**config.mk**
```make
export PLATFORM = sky130hd
export DESIGN_NAME = prefetch_unit
export DESIGN_NICKNAME = d
export VERILOG_FILES = /design/src/rtl/prefetch_unit.sv
export SDC_FILE = /design/constraint.sdc
export NUM_CORES = 1
export LEC_CHECK = 0
export BUFFER_PORTS_ARGS = -buffer_cell sky130_fd_sc_hd__buf_2
export CORE_MARGIN = 2
export CORE_UTILIZATION = 35
export CTS_BUF_LIST = sky130_fd_sc_hd__clkbuf_2 sky130_fd_sc_hd__clkbuf_4 sky130_fd_sc_hd__clkbuf_8
export CTS_CLUSTER_DIAMETER = 40
export CTS_CLUSTER_SIZE = 20
export DETAILED_ROUTE_END_ITERATION = 8
export PLACE_DENSITY_LB_ADDON = 0.12
export RECOVER_POWER = 100
export SLEW_MARGIN = 25
export SYNTH_ARGS = -nofsm -noshare
export SYNTH_HDL_FRONTEND = slang
export SYNTH_SLANG_ARGS = --single-unit
```
**constraint.sdc**
```tcl
create_clock -name clk -period 2.6 [get_ports clk]
set_input_delay 0.52 -clock clk [delete_from_list [all_inputs] [get_ports clk]]
set_output_delay 0.52 -clock clk [all_outputs]
set_load 0.05 [all_outputs]
```
**src/rtl/prefetch_unit.sv**
```systemverilog
// Instruction prefetch unit: issues sequential word fetches over a split
// request/response memory handshake and queues up to DEPTH instructions,
// each tagged with its PC and abort status, for the decode stage.
//
// Handshakes: a request transfers when mem_req && mem_gnt; its single
// response arrives later as mem_rvalid. A queue entry transfers to decode
// when instr_valid && instr_ready. Only one request is ever outstanding,
// and a request is issued only when the queue has space for its response.
module prefetch_unit #(
  parameter int                    ADDR_WIDTH = 32,
  parameter int                    DATA_WIDTH = 32,
  parameter int                    DEPTH      = 4,
  parameter logic [ADDR_WIDTH-1:0] RESET_PC   = '0
) (
  input  logic                       clk,
  input  logic                       n_reset,
  output logic                       mem_req,
  output logic [ADDR_WIDTH-1:0]      mem_addr,
  input  logic                       mem_gnt,
  input  logic                       mem_rvalid,
  input  logic [DATA_WIDTH-1:0]      mem_rdata,
  input  logic                       mem_abort,
  input  logic                       flush,
  input  logic [ADDR_WIDTH-1:0]      flush_pc,
  output logic                       instr_valid,
  output logic [DATA_WIDTH-1:0]      instr,
  output logic [ADDR_WIDTH-1:0]      instr_pc,
  output logic                       instr_abort,
  input  logic                       instr_ready,
  output logic [$clog2(DEPTH+1)-1:0] count,
  output logic [1:0]                 dbg_state
);

  localparam int PTR_W = $clog2(DEPTH);
  localparam int CNT_W = $clog2(DEPTH+1);

  typedef enum logic [1:0] {
    ST_IDLE = 2'd0,
    ST_WAIT = 2'd1,
    ST_DROP = 2'd2,
    ST_HALT = 2'd3
  } state_t;

  state_t state, state_next;

  logic [ADDR_WIDTH-1:0] fetch_pc;
  logic [ADDR_WIDTH-1:0] req_pc;
  logic [PTR_W-1:0]      wr_ptr;
  logic [PTR_W-1:0]      rd_ptr;

  logic [DATA_WIDTH-1:0] data_q  [DEPTH];
  logic [ADDR_WIDTH-1:0] pc_q    [DEPTH];
  logic                  abort_q [DEPTH];

  logic grant;
  logic push;
  logic pop;

  // Request depends only on registered state so flush never gates it.
  assign mem_req  = n_reset && (state == ST_IDLE) && (count < CNT_W'(DEPTH));
  assign mem_addr = fetch_pc;
  assign grant    = mem_req && mem_gnt;
  // Flush discards both a same-cycle response and a same-cycle pop.
  assign push     = (state == ST_WAIT) && mem_rvalid && !flush;
  assign pop      = instr_valid && instr_ready && !flush;

  assign instr_valid = (count != '0);
  assign instr       = data_q[rd_ptr];
  assign instr_pc    = pc_q[rd_ptr];
  assign instr_abort = abort_q[rd_ptr];
  assign dbg_state   = state;

  // Next-state logic; flush overrides every other event.
  always_comb begin
    state_next = state;
    if (flush) begin
      case (state)
        ST_IDLE: state_next = grant ? ST_DROP : ST_IDLE;
        ST_WAIT: state_next = mem_rvalid ? ST_IDLE : ST_DROP;
        ST_DROP: state_next = mem_rvalid ? ST_IDLE : ST_DROP;
        ST_HALT: state_next = ST_IDLE;
        default: state_next = ST_IDLE;
      endcase
    end else begin
      case (state)
        ST_IDLE: if (grant)      state_next = ST_WAIT;
        ST_WAIT: if (mem_rvalid) state_next = mem_abort ? ST_HALT : ST_IDLE;
        ST_DROP: if (mem_rvalid) state_next = ST_IDLE;
        ST_HALT: state_next = ST_HALT;
        default: state_next = ST_IDLE;
      endcase
    end
  end

  // State register.
  always_ff @(posedge clk or negedge n_reset) begin
    if (!n_reset) state <= ST_IDLE;
    else          state <= state_next;
  end

  // Fetch address: redirect on flush, advance (wrapping) on each grant.
  always_ff @(posedge clk or negedge n_reset) begin
    if (!n_reset) begin
      fetch_pc <= RESET_PC;
      req_pc   <= '0;
    end else begin
      if (grant) req_pc <= fetch_pc;
      if (flush)      fetch_pc <= flush_pc;
      else if (grant) fetch_pc <= fetch_pc + ADDR_WIDTH'(1);
    end
  end

  // Circular queue pointers and occupancy; flush empties the queue.
  always_ff @(posedge clk or negedge n_reset) begin
    if (!n_reset) begin
      wr_ptr <= '0;
      rd_ptr <= '0;
      count  <= '0;
    end else if (flush) begin
      wr_ptr <= '0;
      rd_ptr <= '0;
      count  <= '0;
    end else begin
      if (push) wr_ptr <= wr_ptr + PTR_W'(1);
      if (pop)  rd_ptr <= rd_ptr + PTR_W'(1);
      count <= count + CNT_W'(push) - CNT_W'(pop);
    end
  end

  // Queue storage; cleared on reset so the head outputs start at zero.
  always_ff @(posedge clk or negedge n_reset) begin
    if (!n_reset) begin
      for (int i = 0; i < DEPTH; i++) begin
        data_q[i]  <= '0;
        pc_q[i]    <= '0;
        abort_q[i] <= 1'b0;
      end
    end else if (push) begin
      data_q[wr_ptr]  <= mem_rdata;
      pc_q[wr_ptr]    <= req_pc;
      abort_q[wr_ptr] <= mem_abort;
    end
  end

endmodule

```
* Yosys cells after proc, flatten, opt, wreduce, memory -nomap -nowiden
Index checks and enable logic that the tools add are counted.
** Storage, ports and cells
- Register bits after elaboration :: 333
- Bits in latches :: 0
- Bits in writable memories :: 0
- Memory bits (read-only) :: 0
- Input port bits :: 71
- Output and inout port bits :: 104
- Memories :: 0
** Cells by class
- Add/sub/neg operators :: 5
- Multiply operators :: 0
- Divide/modulo/power cells :: 0
- $lt $le $gt $ge :: 4
- Equal/unequal tests :: 6
- Shifts and indexed selects :: 0
- Multiplexer cells :: 32
- Bitwise operators :: 2
- Reduce and logical (&&, ||, !) cells :: 16
** Operators by type and width (number)
- bitwise mux 128 bit :: 2
- 2-to-1 mux 32 bit :: 7
- binary-select mux 32 bit (select 2 bit) :: 2
- demux 32 bit (select 2 bit) :: 1
- adder 32 x 1 -> 32 bit, second input constant :: 1
- 2-to-1 mux 2 bit :: 11
- inequality test 3 bit, second input constant :: 3
- logical AND 1 bit :: 8
- one-hot mux 2 bit (4 select lines) :: 1
- greater-or-equal comparator 3 bit, second input constant :: 2
- NOT 2 -> 3 bit :: 2
- one-hot mux 2 bit (3 select lines) :: 1
- nonzero test 2 bit :: 3
- adder 2 x 1 -> 2 bit, second input constant :: 2
- bitwise mux 4 bit :: 1
- equality test 2 bit, second input constant :: 2
- adder 3 x 1 -> 3 bit :: 1
- less-than comparator 3 x 1 -> 1 bit, second input constant :: 1
- less-than comparator 3 bit, second input constant :: 1
- 2-to-1 mux 1 bit :: 3
- 2-to-1 mux 3 bit :: 1
- AND reduction 3 bit :: 1
- nonzero test 3 bit :: 1
- subtractor 3 x 1 -> 3 bit :: 1
- other kinds (6) :: 6

* Depth between registers and ports, before layout
Gate-level depths: netlist of run 1.
- Depth after elaboration :: 7
- Gate-level depth with buffers :: 12
- Gate-level depth less buffers :: 12

* Least setup slack after synthesis of run 1
Ideal clock, no wire load.
- Path kind :: reg2out
- Start point :: register state[0] (netlist: dbg_state[0])
- End point :: output port mem_req
- Arrival :: 2.208 ns
- Setup slack :: -0.128 ns
- Stages on the path, launching flop included :: 5
- Cells stage by stage :: dfrtp_1 -> inv_1 -> ha_1 -> inv_1 -> nor3b_1
** Between the ends
- Cells in the longest elaborated chain, start to end :: 3
** Ends and longest elaborated chain
- from (decl) :: RTL line 44 : state_t state, state_next;
- from (signal assigned) :: RTL line 98 : else state <= state_next;
- zero test 2 bit :: RTL line 60 : assign mem_req = n_reset && (state == ST_IDLE) && (count < CNT_W'(DEPTH));
- logical AND 1 bit (2 in a row) :: RTL line 60
- to (decl) :: RTL line 17 : output logic mem_req,
No other way between the ends.

* Final worst setup path of run 1
- Start point :: register rd_ptr[0]
- End point :: output port instr[19]
** Between the ends
- Cells in the longest elaborated chain, start to end :: 4
** Ends and longest elaborated chain
- from (decl) :: RTL line 49 : logic [PTR_W-1:0] rd_ptr;
- from (signal assigned) :: RTL line 125 : if (pop) rd_ptr <= rd_ptr + PTR_W'(1);
- NOT 2 -> 3 bit (implied by the code) :: RTL line 68 : assign instr = data_q[rd_ptr];
- binary-select mux 32 bit (select 2 bit) :: RTL line 68
- 2-to-1 mux 32 bit (implied by the code) (2 in a row) :: RTL line 68
- to (decl) :: RTL line 26 : output logic [DATA_WIDTH-1:0] instr,
No other way between the ends. The select of a mux whose other input is x is not followed.

==> results of run 1 <==
[cells in the final DEF (no fill, tap or decap), drive strengths merged, types with 12 or more instances in the layout]
cell    Yosys  final
nor2       31     31
buf        36    161
o21ai      15     15
nand4      12     12
clkinv      1     14
dfrtp     333    333
mux4       65     65
mux2      260    260
o31ai      16     16
ha         12     12
clkbuf     32    118
nand2     126    126
inv        10     25
a31oi      19     19
or4        18     18
[layer usage]
layer  up-vias  share of wire (%)  GRT usage, %
met3        65                4.3          3.76
li1       4275                  -             -
met2       201                 45          26.9
met1      4801                 48          24.7
met5         -              0.072             0
met4         4                2.0          4.67
[final timing paths]
check | cells after the start | start | to | slack [ns]
hold / removal | 3 | flush_pc[0] | mem_addr[0] | 0.09
setup reg to reg | 8 | dbg_state[1] | data_q[51] | 0.04
max in group asynchronous | 3 | n_reset | rd_ptr[0] | 0.36
hold reg to reg | 1 | pc_q[14] | pc_q[14] | 0.50
setup / recovery | 4 | rd_ptr[0] | instr[19] | -0.14
min in group asynchronous | 2 | n_reset | count[1] | 0.40
[power groups by stage]
| stage | Combinational, mW | Clock (mW) | Sequential, mW |
|---|---|---|---|
| after global routing | 8.42 | 5.84 | 7.37 |
| after detailed placement | 6.88 | 0 | 7.27 |
| after CTS | 8.15 | 5.63 | 7.19 |
| after floorplan | 5.08 | 0 | 7.19 |
| after global placement | 6.82 | 0 | 7.25 |
| final | 7.95 | 5.39 | 7.19 |
[through the flow]
stage	std cells	utilization (%)	instance area [sq um]
4_1_cts	1842	44.1	18400
6_report	1843	43.7	18300
5_1_grt	1842	43.7	18300
3_3_place_gp	1722	39.4	16500
3_5_place_dp	1722	39.4	16500
2_1_floorplan	1050	-	14800
[registers in the layout, summed over array words and instances (netlist names)]
signal     count
abort_q        4
dbg_state      2
req_pc        32
wr_ptr         2
rd_ptr         2
data_q       128
mem_addr      32
count          3
pc_q         128
[worst register-to-register path, cell delays in order (launching register included)]
cell and delay (ns):
dfrtp_1 0.43, inv_1 0.11, ha_1 0.23, nand2_1 0.13
nor2_1 0.07, buf_4 0.15, nand2_1 0.60, buf_12 0.32
mux2_2 0.39
[what timing repair did]
item / CTS / global route
gates cloned: 5 / 1
resized for setup: 130 / 2
hold endpoints to repair: 45 / 0
setup endpoints to repair: 65 / 66
buffers inserted: 5 / 0
hold buffers: 1 / 0
[cell families (layout without fill, tap and decap cells)]
family / count (synthesis) / after routing
flip-flops: 333 / 333
XOR/XNOR: 14 / 14
AO/OA/AOI/OAI: 60 / 60
adder cells (fa/ha/maj): 13 / 13
AND/OR/NAND/NOR: 224 / 224
multiplexers: 327 / 327
other: 0 / 1
buffers and inverters: 79 / 332
[final cells by class]
type | count | share of cell area, %
repair buffers | 212 | 9.56
well taps | 539 | 3.69
flip-flops and latches | 333 | 45.6
clock inverters | 41 | 2.28
clock buffers | 68 | 4.98
multi-input cells | 638 | 33.6
inverters | 11 | 0.226
diodes | 1 | 0.0137
==> reports/metrics.yaml, run 1 <==
die:
  rows: 75
  start_util_pct: 35.4
  core_sq_um: 41900
  die_h_um: 210
  num_io_pins: 175
  die_area_sq_um: 44000
  die_x_um: 210
cells_and_area:
  fill_cells: 3907
  area_delta_synth_final_pct: 23.3
  register_area_sq_um: 8340
  final_nets: 1340
  multi_input_area_sq_um: 6140
  drive_gt1_share_pct: 47.0
drt:
  drt_iter0_markers: 438
  route.detailed.drc: 0
  post_drt_wl_per_cell_um: 20.3
  via_per_inst: 5.07
  first_pass_iters: 4
  via_count: 9346
  drtAntennaViolNets: 0
  wl_um: 37300
cts:
  clock_latency_ns: 0.64
  tritoncts: "yes"
  clockBufferDepth: 3
  cts_buffers: 60
  clk_pin_slew_ns: 0.07
  clock_sink_count: 333
  htreeDepth: 2
  clockRootBuffer: "clkbuf_8"
timing:
  slew-limit-headroom_pct: -5.23
  worst_slack_ns: -0.136
  fmax_mhz: 365
  drv_slew: 172
  timing.final.crit_period_ns: 2.74
  tns_ns: -4.75
  hold_viol_final: 0
  tightest_slew_ns: 1.58
  timing.hold.ws_ns: 0.0933
  clock_skew_ns: 0.0215
  fin_crit_sh_pct: 105
  rsz0062_at_grt: "yes"
  final-setup-viol-count: 65
synthesis:
  synth_cell_types: 42
  synthTopCellsByCount: "dfrtp_1, mux2_2, nand2_1, mux4_2, clkbuf_1"
  netlist.area_leader.share_pct: 56.2
  yosysMostFrequentCell: "dfrtp_1"
  syn_nets: 1134
  synthMuxAreaShare_pct: 29.8
  avgSynthCellArea_sq_um: 14.1
  netlist_top_cells_area: "dfrtp_1, mux2_2, mux4_2"
  synth_cells: 1050
  synth_xor_xnor_area_share_pct: 0.827
  synth_top_family_by_area: "multiplexers"
  synth-seq-cells: 333
  synth-simple-area-share_pct: 7.07
  synth_fa_ha_area_share_pct: 1.15
  synth_area_sq_um: 14800
  yosysWarningCount: 0
  yosys.area.top_type: "dfrtp_1"
  yosysSeqAreaShare_pct: 56.2
  synth_compound_area_share_pct: 2.61
  ys.flop_type: "dfrtp_1"
  async_reset_ff_share_pct: 100
  synth_edf_count: 0
grt:
  grt.total_usage_pct: 17.4
  grt_first_pass_wirelength_um: 58700
  grt_max_degree: 172
  antenna_found_initial: 2
  grt-ovfl-total: 0
  grt_pass1_vias: 9905
setup_path:
  cp.arrival_ns: 2.22
  crit_slowest_cell: "dfrtp_4"
  crit_required_ns: 2.08
  path_cells: "buf_12 -> clkbuf_16 -> mux4_2 -> buf_6"
  path_delay_family: "flip-flops"
  worst-setup-path-type: "register to output port"
  worst_setup_path_start_kind: "register"
  crit_fanout: 7
  crit_buf_inv: 3
  slowest_delay_ns: 0.56
  end_kind: "output port"
pwr:
  pwr-share-comb_pct: 38.7
  p_sw_mw: 7.98
  internal-power_mw: 12.6
  ir_worst_vdd_v: 0.000492
  clkPwrFrac_pct: 26.3
  p_seq_share_pct: 35.0
  leakage_nw: 8.63
  swShare_pct: 38.9
  total_power_mw: 20.5
  power_density_nw_per_um2: 1120
placement:
  dp_hpwl_um: 22600
  place_ws_ns: 0.227
  place_congestion: 0.798
  portBuffers: 174
outcome:
  status: "finished with violations"
  violations: "capacitance limit, slew limit, setup timing"
flow_run:
  cap_violations: 1
worst_hold_path:
  min_path_type: "primary input to register"
Note: power is estimated with default switching activity, not from simulation.
==> run 2: changes to the inputs <==
CORE_ASPECT_RATIO = 1.5   (was not set)
==> run 2 against run 1 <==
The flow finishes with violations (setup timing); first-iteration DRC count decreased by 13%; critical path depth unchanged; clock skew increased by 0.0055 ns; count of clock-buffer cells in the layout decreased by 19; hold slack improved by 0.062 ns; sequential cell count unchanged; register-to-register slack improved by 0.03 ns; clock power decreased by 23%; global-route usage decreased by 0.80 points; highest routed layer is now met4.
==> reports/metrics.yaml, run 2 (synthesized netlist as in run 1, its figures left out) <==
die:
  rows: 92  # +23%
  die_h_um: 256  # +22%
  num_io_pins: 175  # unchanged
  start_util_pct: 35.4  # -0.040 points
  die_area_sq_um: 44000  # about the same
  core_sq_um: 41900  # +0.11%
  die_x_um: 172  # -18%
cts:
  clockRootBuffer: "clkbuf_8"
  htreeDepth: 2  # unchanged
  clk_pin_slew_ns: 0.09  # +0.02 ns
  clockBufferDepth: 3  # unchanged
  cts_buffers: 41  # -32%
  tritoncts: "yes"
  clock_latency_ns: 0.59  # -0.05 ns
  clock_sink_count: 333  # unchanged
outcome:
  violations: "setup timing"
  status: "finished with violations"
cells_and_area:
  top_regs: "data_q x128, pc_q x128"
  multi_input_area_sq_um: 6160  # +0.29%
  final_area_sq_um: 17700  # -3.0%
  final_common_cell: "dfrtp_1"
  final_nets: 1321  # -1.4%
  final_cell_mix: "dfrtp_1, mux2_2, nand2_1"
  fin_util_pct: 42.3  # -1.3 points
  drive_gt1_share_pct: 45.5  # -1.5 points
  register_area_sq_um: 8340  # unchanged
  fill_cells: 3977  # +1.8%
  area_delta_synth_final_pct: 19.6
setup_path:
  cp.arrival_ns: 2.12  # -0.10 ns
  worstReg2RegStart: "dbg_state[1]"
  crit_fanout: 6  # -1
  r2r_end: "pc_q[24]"
  worst_setup_path_start_kind: "register"
  r2r_cells: 8  # unchanged
  crit_required_ns: 2.08  # about the same
  worst-setup-path-type: "register to output port"
  regToRegSetupSlack_ns: 0.07  # +0.03 ns
  end_kind: "output port"
drt:
  first_pass_iters: 4  # unchanged
  via_per_inst: 5.06  # -0.19%
  route.detailed.drc: 0  # unchanged
  drt_iter0_markers: 379  # -13%
  via_count: 9288  # -0.62%
  wl_um: 36000  # -3.5%
  post_drt_wl_per_cell_um: 19.6  # -3.0%
  drtAntennaViolNets: 0  # unchanged
timing:
  fin_crit_sh_pct: 102  # -3.7 points
  clock_skew_ns: 0.0270  # +0.00553 ns
  hold_viol_final: 0  # unchanged
  drv_slew: 0  # -100%
  fmax_mhz: 379  # +3.7%
  timing.final.crit_period_ns: 2.64  # -0.0969 ns
  rsz0062_at_grt: "yes"
  worst_slack_ns: -0.0395  # +0.0969 ns
  slew-limit-headroom_pct: 12.2  # +17 points
  tightest_slew_ns: 1.32  # -0.262 ns
  final-setup-viol-count: 41  # -37%
grt:
  grt-ovfl-total: 0  # unchanged
  grt_pass1_vias: 9837  # -0.69%
  grt_max_degree: 118  # -31%
  antenna_found_initial: 1  # -1
  grt_first_pass_wirelength_um: 56900  # -3.2%
  grt.total_usage_pct: 16.5  # -0.80 points
pwr:
  ir_worst_vdd_v: 0.000602  # +22%
  power_density_nw_per_um2: 1060  # -5.3%
  leakage_nw: 8.42  # -2.4%
worst_hold_path:
  hold_depth: 3  # unchanged
  hold_start: "flush_pc[4]"
  holdPathEnd: "mem_addr[4]"
  min_path_type: "primary input to register"
placement:
  place_ws_ns: 0.173  # -0.0544 ns
  dp_hpwl_um: 22500  # -0.53%
  placed_area_sq_um: 16500  # +0.39%
  portBuffers: 174  # unchanged
  place_congestion: 0.785  # -1.6%
flow_run:
  cap_violations: 0  # -1
==> run 2: worst max-delay path by stage <==
stage                 startpoint            to  slack, ns
floorplan               count[2]      count[2]       0.08
global placement    dbg_state[0]  mem_addr[26]       0.27
detailed placement  dbg_state[0]  mem_addr[22]       0.17
CTS                    rd_ptr[0]  instr_pc[11]      -0.16
global route           rd_ptr[0]     instr[24]      -0.14
finish                 rd_ptr[0]     instr[11]      -0.04
==> run 2: what timing repair did <==
item	4_1_cts	5_1_grt
gates resized for setup	1	133
endpoints found under the setup margin	65	71
buffers inserted	0	3
endpoints found under the hold margin	10	0
cloned	0	6
hold buffers	1	0
pin swaps	0	1
==> run 2: worst max-delay path, stage by stage, from the launching register on <==
cell	delay (ns)
dfrtp_4	0.48
buf_12	0.16
clkbuf_16	0.17
mux4_2	0.53
buf_6	0.17
==> run 2: final cells by class <==
cell class	instances	area share, %
clock buffer	49	3.73
inverter	11	0.233
timing repair buffer	212	8.86
tap	564	3.98
clock inverter	27	1.41
multi-input combinational	638	34.7
antenna	1	0.0141
sequential	333	47.0
==> run 2: where the power goes <==
group,switching [mW],internal [mW]
sequential,0.843,6.30
clock,2.15,2.00
combinational,4.50,3.06
==> run 2: layer usage <==
layer,up-vias,routed length [um],global-route usage (%)
met5,-,0,0
met2,187,18000,27.5
li1,4213,-,-
met3,46,1360,2.60
met1,4842,15900,22.3
met4,0,821,4.88
==> run 2: metrics by stage <==
stage          total power [mW]  TNS, ns  hold slack, ns  std cells
6_report                   18.9   -0.876           0.155       1835
3_3_place_gp               14.1        0           0.343       1748
4_1_cts                    18.4    -6.57           0.105       1825
2_1_floorplan              12.3        0           0.224       1050
5_1_grt                    20.0   -12.80           0.151       1835
3_5_place_dp               14.2        0           0.343       1748
==> run 3: changes to the inputs <==
SLEW_MARGIN = 5   (was 25)
clock period = 3.4 ns   (was 2.6 ns; I/O delays follow)
==> run 3 against run 2 <==
The flow finishes with violations (capacitance limit, slew limit); sequential share of layout area up 1.6 points; clock power down 25%; sequential cell count unchanged; non-clock buffer count down 6; largest cell class unchanged.
==> reports/metrics.yaml, run 3 (synthesized netlist as in run 1, its figures left out) <==
setup_path:
  worst_setup_path_start_kind: "register"
  r2r_end: "data_q[95]"
  crit_slowest_cell: "dfrtp_4"
  regToRegSetupSlack_ns: 0.39  # +0.32 ns
  crit_fanout: 13  # +7
  path_delay_family: "flip-flops"
  path_cells: "buf_4 -> mux4_2 -> clkbuf_2"
  crit_buf_inv: 2  # -1
  end_kind: "output port"
  worstReg2RegStart: "dbg_state[1]"
  worst-setup-path-type: "register to output port"
  r2r_cells: 8  # unchanged
  crit_required_ns: 2.72  # +0.64 ns
  slowest_delay_ns: 0.62  # +0.09 ns
  cp.arrival_ns: 2.38  # +0.26 ns
die:
  core_sq_um: 41900  # unchanged
  num_io_pins: 175  # unchanged
  start_util_pct: 35.4  # unchanged
  die_h_um: 256  # unchanged
  die_x_um: 172  # unchanged
  die_area_sq_um: 44000  # unchanged
  rows: 92  # unchanged
placement:
  place_congestion: 0.756  # -3.7%
  placed_area_sq_um: 16500  # -0.38%
  place_ws_ns: 0.756  # +0.584 ns
  dp_hpwl_um: 23300  # +3.7%
  portBuffers: 174  # unchanged
worst_hold_path:
  min_path_type: "primary input to register"
  hold_start: "flush_pc[9]"
  holdPathEnd: "mem_addr[9]"
  hold_depth: 3  # unchanged
grt:
  antenna_found_initial: 1  # unchanged
  grt_util_met3_pct: 2.55  # -0.046 points
  top_usage_layer: "met2"
  grt_use_met1_pct: 22.3  # -0.031 points
  grt_first_pass_wirelength_um: 57200  # +0.58%
  grtUsageMet2_pct: 27.7  # +0.25 points
  grt-ovfl-total: 0  # unchanged
  grt_pass1_vias: 9938  # +1.0%
  grt_max_degree: 150  # +27%
  grt.total_usage_pct: 16.7  # +0.14 points
cts:
  clockBufferDepth: 3  # unchanged
  clockRootBuffer: "clkbuf_8"
  htreeDepth: 2  # unchanged
  clk_pin_slew_ns: 0.09  # about the same
  cts_buffers: 43  # +4.9%
  clock_sink_count: 333  # unchanged
  clock_latency_ns: 0.60  # about the same
  cts_setup_buffers: 0  # unchanged
  ctsResizeCount: 0  # -1
  tritoncts: "yes"
drt:
  via_count: 9271  # -0.18%
  drtAntennaViolNets: 0  # unchanged
  drt_iter0_markers: 406  # +7.1%
  post_drt_wl_per_cell_um: 19.5  # -0.80%
  via_per_inst: 5.07  # +0.25%
  first_pass_iters: 4  # unchanged
  route.detailed.drc: 0  # unchanged
  wl_um: 35600  # -1.2%
outcome:
  status: "finished with violations"
  violations: "capacitance limit, slew limit"
timing:
  clock_skew_ns: 0.0392  # +0.0122 ns
  drv_slew: 95  # +95
  tightest_slew_ns: 1.59  # +0.271 ns
  fmax_mhz: 326
  rsz0062_at_grt: "no"
  hold_viol_final: 0  # unchanged
  worst_slack_ns: 0.337  # +0.376 ns
  final-setup-viol-count: 0  # -100%
  tns_ns: 0  # +0.876 ns
  timing.final.crit_period_ns: 3.06
  slew-limit-headroom_pct: -5.85  # -18 points
  fin_crit_sh_pct: 90.1
cells_and_area:
  final_nets: 1317  # -0.30%
  area_delta_synth_final_pct: 15.7
  fin_util_pct: 40.9  # -1.4 points
  final_common_cell: "dfrtp_1"
  fill_cells: 4128  # +3.8%
  drive_gt1_share_pct: 41.4  # -4.1 points
  top_regs: "data_q x128, pc_q x128"
  final_area_sq_um: 17200  # -3.2%
  final_cell_mix: "dfrtp_1, mux2_2, nand2_1"
pwr:
  ir_worst_vdd_v: 0.000564  # -6.4%
  leakage_nw: 8.05  # -4.5%
  power_density_nw_per_um2: 795  # -25%
  total_power_mw: 13.6  # -28%
flow_run:
  cap_violations: 2  # +2
run 3: cell types whose count changed in the layout (fill, tap and decap cells not counted), sizes merged:
cell / before / now
clkinv: 13 / 11
buf: 160 / 87
inv: 21 / 19
clkinvlp: 2 / 4
bufinv: 2 / 1
clkbuf: 100 / 168
run 3: where the power goes:
group	total [mW]	leakage, nW	internal (mW)	switching (mW)
Combinational	5.02	3.18	1.72	3.30
Sequential	5.49	4.41	4.82	0.669
Clock	3.13	0.459	1.47	1.66
Total	13.6	8.05	8.00	5.63
run 3: stage by stage:
step,cells,hold slack (ns)
after floorplan,1050,0.384
after global placement,1751,0.482
after detailed placement,1751,0.487
after CTS,1826,0.278
after global routing,1827,0.311
final,1827,0.322
run 3: timing repair:
item,CTS,global route
hold buffers,1,0
setup endpoints to repair,0,0
endpoints found under the hold margin,33,0
run 3: layout make-up:
type	instances	area, sq um	share of cell area (%)
Timing Repair Buffer	206	1030	6.02
Multi-Input combinational cell	638	6140	35.8
Sequential cell	333	8340	48.6
Tap cell	564	706	4.11
Clock buffer	50	669	3.90
Antenna cell	1	2.50	0.0146
Clock inverter	24	229	1.33
Inverter	11	41.3	0.241
run 3: worst max-delay path by stage:
| stage | endpoint | from | cells after the start | slack, ns |
|---|---|---|---|---|
| floorplan | mem_req | dbg_state[0] | 4 | 0.51 |
| global placement | mem_addr[30] | n_reset | 5 | 0.80 |
| detailed placement | mem_addr[22] | n_reset | 5 | 0.76 |
| CTS | instr_pc[11] | rd_ptr[0] | 3 | 0.24 |
| global route | pc_q[33] | dbg_state[1] | 8 | 0.14 |
| finish | instr_pc[11] | rd_ptr[0] | 3 | 0.34 |
run 3: tightest hold or removal path, stage by stage:
cell and delay (ns):
buf_2 0.08, nand2_1 0.04, o21ai_0 0.05
run 3: routing by layer:
| layer | part of all wire (%) | vias to the layer above |
|---|---|---|
| li1 | - | 4213 |
| met1 | 44 | 4802 |
| met2 | 49 | 197 |
| met3 | 3.8 | 59 |
| met4 | 2.7 | 0 |
| met5 | 0 | - |
